`src/rtl/pc_unit32_pkg.sv`:
```
// Shared definitions for the PC unit: FSM state encoding, reset vector and
// the control bundle that selects the next PC.
package pc_unit32_pkg;

   typedef enum logic {
      FETCH = 1'b0,
      EXEC  = 1'b1
   } state_t;

   localparam logic [31:0] RESET_PC = 32'h0000_0000;

   typedef struct packed {
      logic branch;
      logic nbranch;
      logic jmp;
      logic jal;
      logic jr;
   } pc_ctrl_t;

   // Conditional branch resolution: beq takes on Zero, bne takes on ~Zero.
   function automatic logic branch_taken(input pc_ctrl_t c, input logic zero);
      return (c.branch & zero) | (c.nbranch & ~zero);
   endfunction

endpackage

```
`src/rtl/pc_unit32_next.sv`:
```
// Combinational next-PC selection: jr > j/jal > taken branch > sequential.
module pc_next32
   import pc_unit32_pkg::*;
(
   input  logic [31:0] i_pc_plus_4,
   input  logic [31:0] i_instr,
   input  logic [31:0] i_addr_result,
   input  logic [31:0] i_rd1,
   input  logic        i_zero,
   input  pc_ctrl_t    i_ctrl,
   output logic [31:0] o_next_pc
);

   logic [31:0] w_jump_target;
   logic [31:0] w_jr_target;
   logic        w_unused;

   assign w_jump_target = {i_pc_plus_4[31:28], i_instr[25:0], 2'b00};
   assign w_jr_target   = {i_rd1[31:2], 2'b00};
   assign w_unused      = ^{i_rd1[1:0], i_instr[31:26]};

   always_comb begin
      o_next_pc = i_pc_plus_4;
      if (i_ctrl.jr) begin
         o_next_pc = w_jr_target;
      end else if (i_ctrl.jmp || i_ctrl.jal) begin
         o_next_pc = w_jump_target;
      end else if (branch_taken(i_ctrl, i_zero)) begin
         o_next_pc = i_addr_result;
      end
   end

endmodule

```
`src/rtl/pc_unit32.sv`:
```
// Two-state fetch/execute PC unit: fetches one instruction, holds it in EXEC
// until commit, then updates pc, link register and retired-instruction count.
module pc_unit32
   import pc_unit32_pkg::*;
(
   input  logic        clock,
   input  logic        reset,
   input  logic [31:0] Addr_Result,
   input  logic        Zero,
   input  logic [31:0] Read_data_1,
   input  logic        Branch,
   input  logic        nBranch,
   input  logic        Jmp,
   input  logic        Jal,
   input  logic        Jr,
   input  logic        stall,
   input  logic [31:0] imem_rdata,
   input  logic        imem_ready,
   output logic        imem_req,
   output logic [31:0] pc,
   output logic [31:0] Instruction,
   output logic [31:0] PC_plus_4,
   output logic [31:0] link_addr,
   output logic        instr_valid,
   output logic [31:0] retired_cnt
);

   state_t      r_state;
   logic [31:0] r_pc;
   logic [31:0] r_instr;
   logic [31:0] r_link;
   logic [31:0] r_retired_cnt;
   logic [31:0] w_pc_plus_4;
   logic [31:0] w_next_pc;
   pc_ctrl_t    w_ctrl;

   assign w_pc_plus_4 = r_pc + 32'd4;
   assign w_ctrl      = '{branch: Branch, nbranch: nBranch, jmp: Jmp, jal: Jal, jr: Jr};

   pc_next32 u_pc_next (
      .i_pc_plus_4   (w_pc_plus_4),
      .i_instr       (r_instr),
      .i_addr_result (Addr_Result),
      .i_rd1         (Read_data_1),
      .i_zero        (Zero),
      .i_ctrl        (w_ctrl),
      .o_next_pc     (w_next_pc)
   );

   always_ff @(posedge clock) begin
      if (reset) begin
         r_state       <= FETCH;
         r_pc          <= RESET_PC;
         r_instr       <= '0;
         r_link        <= '0;
         r_retired_cnt <= '0;
      end else begin
         unique case (r_state)
            FETCH: begin
               if (imem_ready) begin
                  r_instr <= imem_rdata;
                  r_state <= EXEC;
               end
            end
            EXEC: begin
               // Control inputs only matter on the commit edge.
               if (!stall) begin
                  r_pc          <= w_next_pc;
                  r_retired_cnt <= r_retired_cnt + 32'd1;
                  if (Jal) begin
                     r_link <= w_pc_plus_4;
                  end
                  r_state <= FETCH;
               end
            end
            default: r_state <= FETCH;
         endcase
      end
   end

   assign imem_req    = (r_state == FETCH);
   assign instr_valid = (r_state == EXEC);
   assign pc          = r_pc;
   assign Instruction = r_instr;
   assign PC_plus_4   = w_pc_plus_4;
   assign link_addr   = r_link;
   assign retired_cnt = r_retired_cnt;

endmodule

```
`config.mk`:
```
export PLATFORM = sky130hd
export DESIGN_NAME = pc_unit32
export DESIGN_NICKNAME = d
export VERILOG_FILES = /design/src/rtl/pc_unit32_pkg.sv /design/src/rtl/pc_unit32_next.sv /design/src/rtl/pc_unit32.sv
export SDC_FILE = /design/constraint.sdc
export NUM_CORES = 1
export LEC_CHECK = 0
export CORE_MARGIN = 2
export CORE_UTILIZATION = 40
export CTS_BUF_LIST = sky130_fd_sc_hd__clkbuf_8
export CTS_CLUSTER_DIAMETER = 50
export DETAILED_ROUTE_END_ITERATION = 8
export GPL_ROUTABILITY_DRIVEN = 0
export PLACE_DENSITY_LB_ADDON = 0.1
export RECOVER_POWER = 50
export SYNTH_ARGS = -nofsm -noshare
export SYNTH_HDL_FRONTEND = slang
export SYNTH_SLANG_ARGS = --single-unit
```
`constraint.sdc`:
```
create_clock -name clock -period 2.24 [get_ports clock]
set_input_delay 0.448 -clock clock [delete_from_list [all_inputs] [get_ports clock]]
set_output_delay 0.448 -clock clock [all_outputs]
set_load 0.1 [all_outputs]
```
==> results.ini, run 1 <==
[placement]
dpl_cell_area_sq_um = 10400
place_hpwl_mm = 17.9
preCtsSetupSlack_ps = -228
place_inst = 1329
io_buffer_count = 265

[synth]
synth_cells = 805
synthArstFlopShare_pct = 0
synth_most_common_cell = dfxtp_1
yosys.area.top_type_share_pct = 41.3
avgSynthCellArea_sq_um = 7.77
synth_ff_type = dfxtp_1
synth_area_sq_um = 6250
synth-seq-area-share_pct = 41.3
synthDistinctLibCells = 57
synth_edf_count = 0
syn_nets = 913
ys_top_cells_by_area = dfxtp_1 (41%), nand2_1 (7.3%), nor2_1 (6.6%), a21oi_1 (5.2%), xor2_1 (5.0%)
netlist_top_cells_count = dfxtp_1 (129), nand2_1 (122), nor2_1 (110)
ys_ff_latch = 129
ys_warn_count = 0
synth_top_cell_by_area = dfxtp_1

[critical_path]
rr_worst_depth = 12
start_kind = register
crit_required_ps = 1790
crit_fanout = 4
worstSetupEndpointType = output port
crit_type = reg2out
cp.arrival_ps = 2520

[flow_run]
cap_viol_max_count = 0

[global_routing]
grt_antenna_before_repair = 1
grt_usage_pct = 28.6
grt_first_pass_wirelength_mm = 37.1
grt_pass1_vias = 6975
grt_start_max_net_pins = 81
grt_overflow = 0

[final_layout]
fill_cells = 1177
instances_no_fill = 1395
fin_util_pct = 72.6
drive_above_1_share_pct = 38.0
final_area_sq_um = 11100
fin_nets = 1278
syn2layout_area_growth_pct = 77.1

[routing]
via_per_inst = 5.29
drc = 0
initialDrtViolationCount = 425
first_pass_iters = 8
postRouteAntennaNets = 0
routed_wl_mm = 24.4
wl_per_cell_um = 17.5
vias = 7375

[worst_hold_path]
min_path_cells = 3
hold_class = in2reg

[pwr]
leakage_nw = 4.67
ir_drop_mv = 0.579
switching_share_pct = 37.1
switchingPower_mw = 2.30
p_per_area_nw_per_um2 = 560
combPwrFrac_pct = 29.3
pwr-share-clk_pct = 31.4
p_seq_share_pct = 39.3
internal_power_mw = 3.90

[timing]
max_slew_margin_pct = 52.0
finalWorstSetupSlack_ps = -726
final_hold_viol_count = 0
clock_skew_ps = 14.8
report.final.slew_viol_count = 0
period_needed_ps = 2970
worstMarginPinSlew_ps = 720
fmaxAchievable_ghz = 0.337
rsz0062_at_grt = true
setup_viol = 27
finalCritPeriodShare_pct = 132

[outcome]
violations = negative setup slack
status = finished, violations left

[clock_network]
clk_pin_slew_ps = 70
clk_latency_ps = 450
clock_path_buffers = 2
clock-sinks = 129
numCtsBuffers = 17
cts_root_buf = clkbuf_8
htreeDepth = 4
cts_tree = built
ctsHoldBuffers = 0

[die]
die_w_um = 129
initial_core_util_pct = 41.0
row_count = 45
io_pins = 268
die_h_um = 129
die_area_sq_um = 16700
coreArea_sq_um = 15300

-- sequential cells by signal, summed over array words and instances, names as in the netlist --
name	flops
Instruction	32
retired_cnt	32
instr_valid	1
pc	32
link_addr	32
-- stage by stage --
stage / TNS, ps / hold slack, ps / power [mW]
floorplan: -18240 / 558 / 3.65
global placement: -1890 / 444 / 4.29
detailed placement: -2290 / 449 / 4.31
CTS: -10200 / 316 / 6.25
global route: -14130 / 323 / 6.42
finish: -11640 / 335 / 6.20
-- path summary, 6_finish.rpt --
check	end	start	slack, ps
worst min register to register	link_addr[0]	link_addr[0]	460
worst max-delay path	PC_plus_4[22]	pc[19]	-730
worst min-delay path	instr_valid	reset	330
worst max register to register	pc[18]	pc[2]	-30
-- cell type report --
type | instances | area [sq um] | share of cell area [%]
multi-input cells | 606 | 4090 | 37.0
well taps | 211 | 264 | 2.38
flip-flops and latches | 129 | 2710 | 24.4
diodes | 1 | 2.50 | 0.0226
inverters | 15 | 67.6 | 0.610
clock buffers | 20 | 275 | 2.49
clock inverters | 12 | 105 | 0.949
repair buffers | 401 | 3560 | 32.2
-- cell usage in the layout, fill, tap and decap left out, types with 12 or more instances in the layout --
master           instances
a21oi_1                 65
buf_12                  36
buf_4                  156
buf_6                   16
clkbuf_2                84
clkbuf_8                20
clkdlybuf4s50_1        100
dfxtp_1                 85
dfxtp_2                 17
dfxtp_4                 27
inv_1                   12
nand2_1                119
nand3_1                 19
nor2_1                 105
nor3_1                  31
o21ai_0                 43
xor2_1                  21
xor2_4                  14
-- critical path, stage by stage, from the launching register on --
cell and delay (ps):
dfxtp_4 340, nand4_1 120, or4_4 560, nor3_4 260, buf_4 180, and3_4 220
xor2_4 190, buf_12 200
-- cells by family (layout without fill, tap and decap cells) --
group,count (synthesis),count (layout),share of synthesized area [%]
mux,2,2,0.340
fa+ha+maj,2,2,0.400
buf+inv,70,448,4.34
simple gates,363,363,27.1
flops,129,129,41.3
xor+xnor,58,58,8.24
other cells,0,1,0
compound gates,181,181,18.2
-- metal layers --
metal | vias to the layer above | wire, um | GRT usage [%]
met5 | - | 0 | 0
met4 | 0 | 594 | 10.7
met3 | 45 | 2270 | 8.96
met2 | 367 | 11500 | 45.4
met1 | 3425 | 10100 | 36.6
li1 | 3538 | - | -
-- power groups by stage --
stage	Clock (mW)	Sequential [mW]	Combinational (mW)
global route	2.08	2.45	1.90
finish	1.95	2.44	1.82
global placement	0	2.49	1.81
floorplan	0	3.09	0.558
CTS	1.98	2.44	1.84
detailed placement	0	2.49	1.82
-- timing repair --
action / 4_1_cts / 5_1_grt
buffers inserted: 19 / 21
setup endpoints to repair: 25 / 29
resized for setup: 27 / 28
pin swaps: 15 / 27
No activity file was read; power rests on OpenSTA's default activity.
==> run 2, diff against run 1 <==
--- a/config.mk
+++ b/config.mk
@@ -5,7 +5,6 @@
 export SDC_FILE = /design/constraint.sdc
 export NUM_CORES = 1
 export LEC_CHECK = 0
-export CORE_MARGIN = 2
 export CORE_UTILIZATION = 40
 export CTS_BUF_LIST = sky130_fd_sc_hd__clkbuf_8
 export CTS_CLUSTER_DIAMETER = 50
==> run 2 against run 1 <==
  * The run still ends with negative setup slack left
  * Die area decreased by 3.1%
  * Final cell count decreased by 0.93%
  * Clock power increased by 17%
  * Critical endpoint unchanged
  * Critical path type unchanged
  * Largest cell class unchanged
  * Clock skew increased by 0.53 ps
  * Setup slack improved by 17 ps
  * Clock-buffer cell count decreased by 2
  * Largest power group unchanged
==> results.ini, run 2 (synthesis gave the netlist of run 1 again) <==
[global_routing]
grt_antenna_before_repair = 0  ; -1
grt_overflow = 0  ; unchanged
grt_usage_pct = 29.2  ; +0.63 points
grt_first_pass_wirelength_mm = 36.6  ; -1.3%
grt_start_max_net_pins = 61  ; -25%
grt_pass1_vias = 6844  ; -1.9%

[clock_network]
clock-sinks = 129  ; unchanged
clk_pin_slew_ps = 80  ; about the same
clock_path_buffers = 2  ; unchanged
cts_root_buf = clkbuf_8
ctsHoldBuffers = 0  ; unchanged
numCtsBuffers = 17  ; unchanged
htreeDepth = 4  ; unchanged
clk_latency_ps = 450  ; about the same
cts_tree = built

[routing]
drc = 0  ; unchanged
initialDrtViolationCount = 403  ; -5.2%
first_pass_iters = 5  ; -3
postRouteAntennaNets = 0  ; unchanged
wl_met3_mm = 1.92  ; -15%
routed_wl_mm = 23.9  ; -2.4%
dr_wl_met2_mm = 11.4  ; -0.56%
drt-met1-wl_mm = 10.1  ; -0.25%
via_per_inst = 5.25  ; -0.70%
wl_per_cell_um = 17.3  ; -1.5%
routed.top_layer = met4
vias = 7255  ; -1.6%

[pwr]
switchingPower_mw = 2.33  ; +1.3%
ir_drop_mv = 0.594  ; +2.6%
combPwrFrac_pct = 27.7  ; -1.6 points
p_seq_share_pct = 37.4  ; -1.9 points
pwr-share-clk_pct = 35.0  ; +3.6 points
p_per_area_nw_per_um2 = 590  ; +5.4%
leakage_nw = 4.64  ; -0.58%
internal_power_mw = 4.19  ; +7.3%
switching_share_pct = 35.8  ; -1.3 points

[final_layout]
final_cell_mix = buf_4 (146), nand2_1 (120), nor2_1 (105), clkdlybuf4s50_1 (101), dfxtp_1 (86)
instances_no_fill = 1382  ; -0.93%
antennaDiodeCount = 0  ; -1
fin_util_pct = 72.4  ; -0.21 points
fin_nets = 1266  ; -0.94%
layout_commonest_cell = buf_4
drive_above_1_share_pct = 36.9  ; -1.1 points
syn2layout_area_growth_pct = 76.6

[placement]
place_inst = 1328  ; -0.075%
preCtsSetupSlack_ps = -237  ; -9.22 ps
io_buffer_count = 265  ; unchanged
place_hpwl_mm = 17.5  ; -2.1%

[critical_path]
start_kind = register
worstSetupEndpointType = output port
crit_fanout = 4  ; unchanged
crit_required_ps = 1790  ; about the same
cp.arrival_ps = 2500  ; -20 ps
crit_type = reg2out

[die]
row_count = 45  ; unchanged
die_w_um = 127  ; -1.5%
die_area_sq_um = 16100  ; -3.1%
io_pins = 268  ; unchanged
die_h_um = 127  ; -1.5%
coreArea_sq_um = 15300  ; unchanged
initial_core_util_pct = 41.0  ; unchanged

[timing]
worstMarginPinSlew_ps = 684  ; -36.9 ps
finalWorstSetupSlack_ps = -709  ; +16.5 ps
finalCritPeriodShare_pct = 132  ; -0.74 points
max_slew_margin_pct = 54.4  ; +2.5 points
fmaxAchievable_ghz = 0.339  ; +0.56%
clock_skew_ps = 15.3  ; +0.533 ps
setup_viol = 24  ; -11%
report.final.slew_viol_count = 0  ; unchanged
final_hold_viol_count = 0  ; unchanged
rsz0062_at_grt = true
period_needed_ps = 2950  ; -16.5 ps

[flow_run]
cap_viol_max_count = 0  ; unchanged

[outcome]
violations = negative setup slack
status = finished, violations left

[worst_hold_path]
hold_class = reg2reg

run 2: final timing paths:
path	startpoint	endpoint	slack, ps	depth (start not counted)
worst max-delay path	pc[16]	PC_plus_4[22]	-710	7
worst min-delay path	link_addr[1]	link_addr[1]	460	2
worst max register to register	pc[16]	pc[31]	10	10
worst min register to register	link_addr[1]	link_addr[1]	460	2
run 2: layout make-up:
class	count	area [sq um]
fillers	1232	4220
multi-input cells	606	4110
repair buffers	389	3450
flip-flops and latches	129	2700
well taps	211	264
clock buffers	18	248
clock inverters	14	198
inverters	15	67.6
run 2: through the flow:
step | hold WS [ps] | TNS [ps] | instance area, sq um | power [mW]
3_5_place_dp | 448 | -2090 | 10400 | 4.30
5_1_grt | 483 | -12170 | 11000 | 6.74
4_1_cts | 427 | -9170 | 11100 | 6.57
3_3_place_gp | 443 | -1890 | 10400 | 4.29
6_report | 455 | -9930 | 11000 | 6.52
2_1_floorplan | 558 | -18240 | 6910 | 3.65
run 2: worst max-delay path, cell delays in order, from the launching register on:
cell,delay [ps]
dfxtp_4,340
nand4_1,110
or4_4,540
nor3_4,270
buf_4,180
and3_4,220
xor2_4,200
buf_12,200
run 2: what timing repair did:
action	4_1_cts	5_1_grt
setup buffers	14	12
endpoints found under the setup margin	24	28
pin swaps	14	14
resized for setup	30	20
run 2: power groups by stage:
stage / combinational, mW / sequential (mW) / clock [mW]
after floorplan: 0.558 / 3.09 / 0
after global placement: 1.80 / 2.49 / 0
after detailed placement: 1.82 / 2.49 / 0
after CTS: 1.83 / 2.44 / 2.30
after global routing: 1.88 / 2.45 / 2.41
final: 1.80 / 2.44 / 2.28
run 2: metal layers:
metal	up-vias	GRT usage, %
met5	-	0
met2	278	47.5
li1	3516	-
met4	0	10.6
met1	3430	37.3
met3	31	7.71
==> edit 1, RTL diff (flow settings as in run 2) <==
Reset style: asynchronous (`reset`), changed in one clocked block.
--- a/src/rtl/pc_unit32.sv
+++ b/src/rtl/pc_unit32.sv
@@ -48,5 +48,5 @@
    );
 
-   always_ff @(posedge clock) begin
+   always_ff @(posedge clock or posedge reset) begin
       if (reset) begin
          r_state       <= FETCH;
Formal check against the unedited RTL: differs if reset is asserted again (counterexample within 4 cycles, from zero or initial values and one cycle with reset high); with reset held inactive, the same outputs for 4 cycles.
==> edit 1 against run 2 <==
Sequential cell count is the same. Worst hold slack gained 0.019 ns. Setup slack gained 0.18 ns. Synthesized area grew 5.9%. The flow still finishes with violations (setup timing). Critical path type unchanged. Final area grew 6.7%. Critical endpoint is now PC_plus_4[15]. Core utilization grew 1.3 points. Wire length grew 2.5%.
Power is not compared: it rests on default switching activity, and its combinational part moved more than twofold at a synthesized area within 25%.
==> edit 1: results (changes against run 2) <==
----------------------------------------------------
[Run status]
  Run status ... finished, violations left
  Violations in the final reports ... setup timing

[Logic synthesis]
  Most frequently used flop master after synthesis ... sky130_fd_sc_hd__dfrtp_1
  Synth Instances ... 640 (-20%)
  Post-synthesis async set-or-reset flop share ... 1.00 (+1.00)
  Ranking of synthesized cells by area ... sky130_fd_sc_hd__dfrtp_1 (49%), sky130_fd_sc_hd__mux2_2 (10%), sky130_fd_sc_hd__xnor2_1 (4.5%)
  Post-synth net total ... 748 (-18%)
  Unique cell type count in the Yosys netlist ... 66 (+16%)

[Cells and area]
  Footprint of the multi-input gates ... 4040 um2 (-1.7%)
  Non-clock buffer contribution to total cell area ... 0.310 (-0.00252)
  Post-route cell area ... 11,800 um2 (+6.7%)
  Share of final layout cell area taken by clock buffers and inverters ... 0.0393 (-0.00104)
  # nets final ... 1,128 (-11%)
  Non-clock buffer total of the final layout ... 395 (+1.5%)
  Count of clock buffers in the final design ... 20 (+2)

[Placement]
  Post-placement cell count ... 1,182 (-11%)
  Post-DP HPWL ... 17,900 um (+1.9%)

[STA]
  Minimum setup slack in the final design ... -0.526 ns (+0.184 ns)
  Final setup vio count ... 25 (+4.2%)
  Setup TNS ... -9.45 ns (+0.479 ns)
  Transition time at the pin with the least slew margin ... 1.36 ns (+0.676 ns)

[Routing]
  Length of routed met3 wiring ... 1710 um (-11%)
  Wire length the detailed router placed on met1 ... 9540 um (-5.3%)
  Wire length on met2 ... 12,600 um (+11%)
  Routed via count divided by cell count ... 5.44 (+3.6%)
  Count of vias placed by the detailed router ... 6,790 (-6.4%)

[Critical path]
  Delay of the slowest cell on the worst path ... 0.46 ns (-0.08 ns)
  Reg2Reg Launch Point ... pc[2]
  Arrival time at the worst endpoint ... 2.32 ns (-0.18 ns)
  Timing startpoint of the critical path ... pc[3]

[GRT]
  Wire length of the first global-routing pass ... 37,400 um (+2.3%)
  Combined global-route utilization of all metal layers ... 0.294 (+0.00149)
  Met2 capacity usage during global routing ... 0.500 (+0.0251)
  Via count of the first global-routing pass ... 6,984 (+2.0%)

[Floorplanning]
  Die Wd ... 131 um (+2.9%)

[Hold path]
  Hold_sp ... retired_cnt[31]

----------------------------------------------------
## edit 1: cell types whose count changed after synthesis, sizes merged, moves of 14 or more
cell | before | now
a21oi | 65 | 20
clkbuf | 41 | 24
dfrtp | 0 | 129
dfxtp | 129 | 0
mux2 | 1 | 59
nand2 | 122 | 68
nor2 | 110 | 41
nor3 | 39 | 9
xnor2 | 21 | 35
xor2 | 37 | 22
## edit 1: path summary, 6_finish.rpt
kind,endpoint,slack [ns],depth (start not counted)
worst max-delay path,PC_plus_4[15],-0.53,7
worst min-delay path,retired_cnt[31],0.47,1
worst max register to register,pc[16],0.06,10
worst min register to register,retired_cnt[31],0.47,1
max in group asynchronous,pc[19],0.31,3
min in group asynchronous,link_addr[8],0.76,3
## edit 1: repair_timing
item	4_1_cts	5_1_grt
endpoints found under the hold margin	0	0
resized for setup	23	11
endpoints found under the setup margin	25	30
buffers inserted	27	10
pin swaps	35	22
==> edit 2, RTL diff (config.mk and constraints of run 2) <==
Made on the original files. Put one more register stage on the output `retired_cnt`. The value now appears one clock later. The other outputs are not delayed to match.
--- a/src/rtl/pc_unit32.sv
+++ b/src/rtl/pc_unit32.sv
@@ -85,5 +85,7 @@
    assign PC_plus_4   = w_pc_plus_4;
    assign link_addr   = r_link;
-   assign retired_cnt = r_retired_cnt;
+   always_ff @(posedge clock) begin
+      retired_cnt <= r_retired_cnt;
+   end
 
 endmodule
Function: changed (Yosys sat finds a counterexample within 4 cycles, from zero or initial values and one cycle with reset high).
==> edit 2 against run 2 <==
The run still ends with setup timing left. Synthesized area is 13% higher. Fmax is 14% higher. Power is 8.6% higher. Combinational power is 3% higher. Clock skew is 0.0025 ns higher. Final area is 6.9% higher. Register-to-register slack better by 0.28 ns. Sequential cell count is 32 higher. Wire length is 12% higher. Clock power is 4% lower. Core utilization is 4.2 points lower. Global-route usage hardly changed. Critical path depth is 1 lower. Setup slack better by 0.36 ns. Critical path type unchanged. Critical endpoint is now PC_plus_4[20].
==> edit 2: results (changes against run 2) <==
----------------------------------------------------
[Critical path]
  Reg2Reg Launch Point ... pc[7]
  Number of cells on the worst reg-to-reg path ... 8 (-2)
  Critical path peak fanout ... 5 (+1)
  Arrival time at the worst endpoint ... 2.15 ns (-0.35 ns)

[Power and ir drop]
  Portion of total power attributed to sequential cells ... 0.427 (+0.053)
  Logic gate share of total power ... 0.263 (-0.014)
  VDD IR max ... 0.404 mV (-32%)

[GRT]
  Met3 capacity usage during global routing ... 0.0632 (-0.0138)
  Combined global-route utilization of all metal layers ... 0.292 (about the same)
  Met2 capacity usage during global routing ... 0.493 (+0.0181)

[Placement]
  Post-DP HPWL ... 19,000 um (+8.5%)

[Cells and area]
  # nets final ... 1,329 (+5.0%)
  Non-clock buffer total of the final layout ... 403 (+3.6%)
  Fraction of final layout cells with drive strength greater than 1 ... 0.350 (-0.0188)
  Sequential Area ... 3320 um2 (+23%)
  Fill cell total of the finished layout ... 1,431 (+16%)

[STA]
  Final clock skew ... 0.0178 ns (+0.00247 ns)
  Final setup vio count ... 25 (+4.2%)
  Setup TNS ... -6.00 ns (+3.93 ns)
  Minimum setup slack in the final design ... -0.353 ns (+0.356 ns)

[Run status]
  Run status ... finished, violations left
  Violations in the final reports ... setup timing

[Logic synthesis]
  Unique cell type count in the Yosys netlist ... 63 (+11%)
  Ranking of synthesized cells by area ... sky130_fd_sc_hd__dfxtp_1 (45%), sky130_fd_sc_hd__nand2_1 (7.2%), sky130_fd_sc_hd__a21oi_1 (4.7%)
  Sequential area share after synthesis ... 0.454 (+0.0413)

[Routing]
  Iteration-0 DRC Markers ... 487 (+21%)
  Length of routed met3 wiring ... 1770 um (-7.5%)

----------------------------------------------------
==> edit 2: changes by cell type in the layout (fill, tap and decap cells not counted), moves of 13 or more <==
| cell | before | now |
|---|---|---|
| sky130_fd_sc_hd__buf_4 | 146 | 171 |
| sky130_fd_sc_hd__nand2_1 | 120 | 133 |
| sky130_fd_sc_hd__dfxtp_1 | 86 | 131 |
| sky130_fd_sc_hd__nor2_1 | 105 | 70 |
| sky130_fd_sc_hd__nand4_1 | 11 | 24 |
==> edit 2: critical path, stage by stage, from the launching register on <==
cell and delay (ns):
sky130_fd_sc_hd__dfxtp_4 0.35, sky130_fd_sc_hd__and4_4 0.26, sky130_fd_sc_hd__and4_4 0.28, sky130_fd_sc_hd__nand4_1 0.18, sky130_fd_sc_hd__xor2_2 0.28, sky130_fd_sc_hd__clkinvlp_4 0.14
sky130_fd_sc_hd__buf_12 0.17
==> edit 2: worst max path at each step <==
| stage | startpoint | endpoint | cells after the start |
|---|---|---|---|
| detailed placement | Zero | pc[23] | 9 |
| global placement | Zero | pc[23] | 9 |
| CTS | pc[14] | PC_plus_4[20] | 6 |
| finish | pc[7] | PC_plus_4[20] | 6 |
| global route | pc[20] | PC_plus_4[23] | 7 |
| floorplan | pc[10] | PC_plus_4[20] | 8 |
==> edit 2: timing repair <==
action / in CTS / in global routing
setup buffers: 41 / 10
gates cloned: 1 / 0
pin swaps: 37 / 22
endpoints found under the setup margin: 26 / 27
hold buffers: 0 / 0
resized for setup: 42 / 12
==> edit 2: cells by family after synthesis <==
kind of cell    share of synthesized area
simple gates                        0.246
mux                                0.0130
buf+inv                            0.0471
xor+xnor                           0.0617
fa+ha+maj                         0.00353
compound gates                      0.174
flops                               0.454
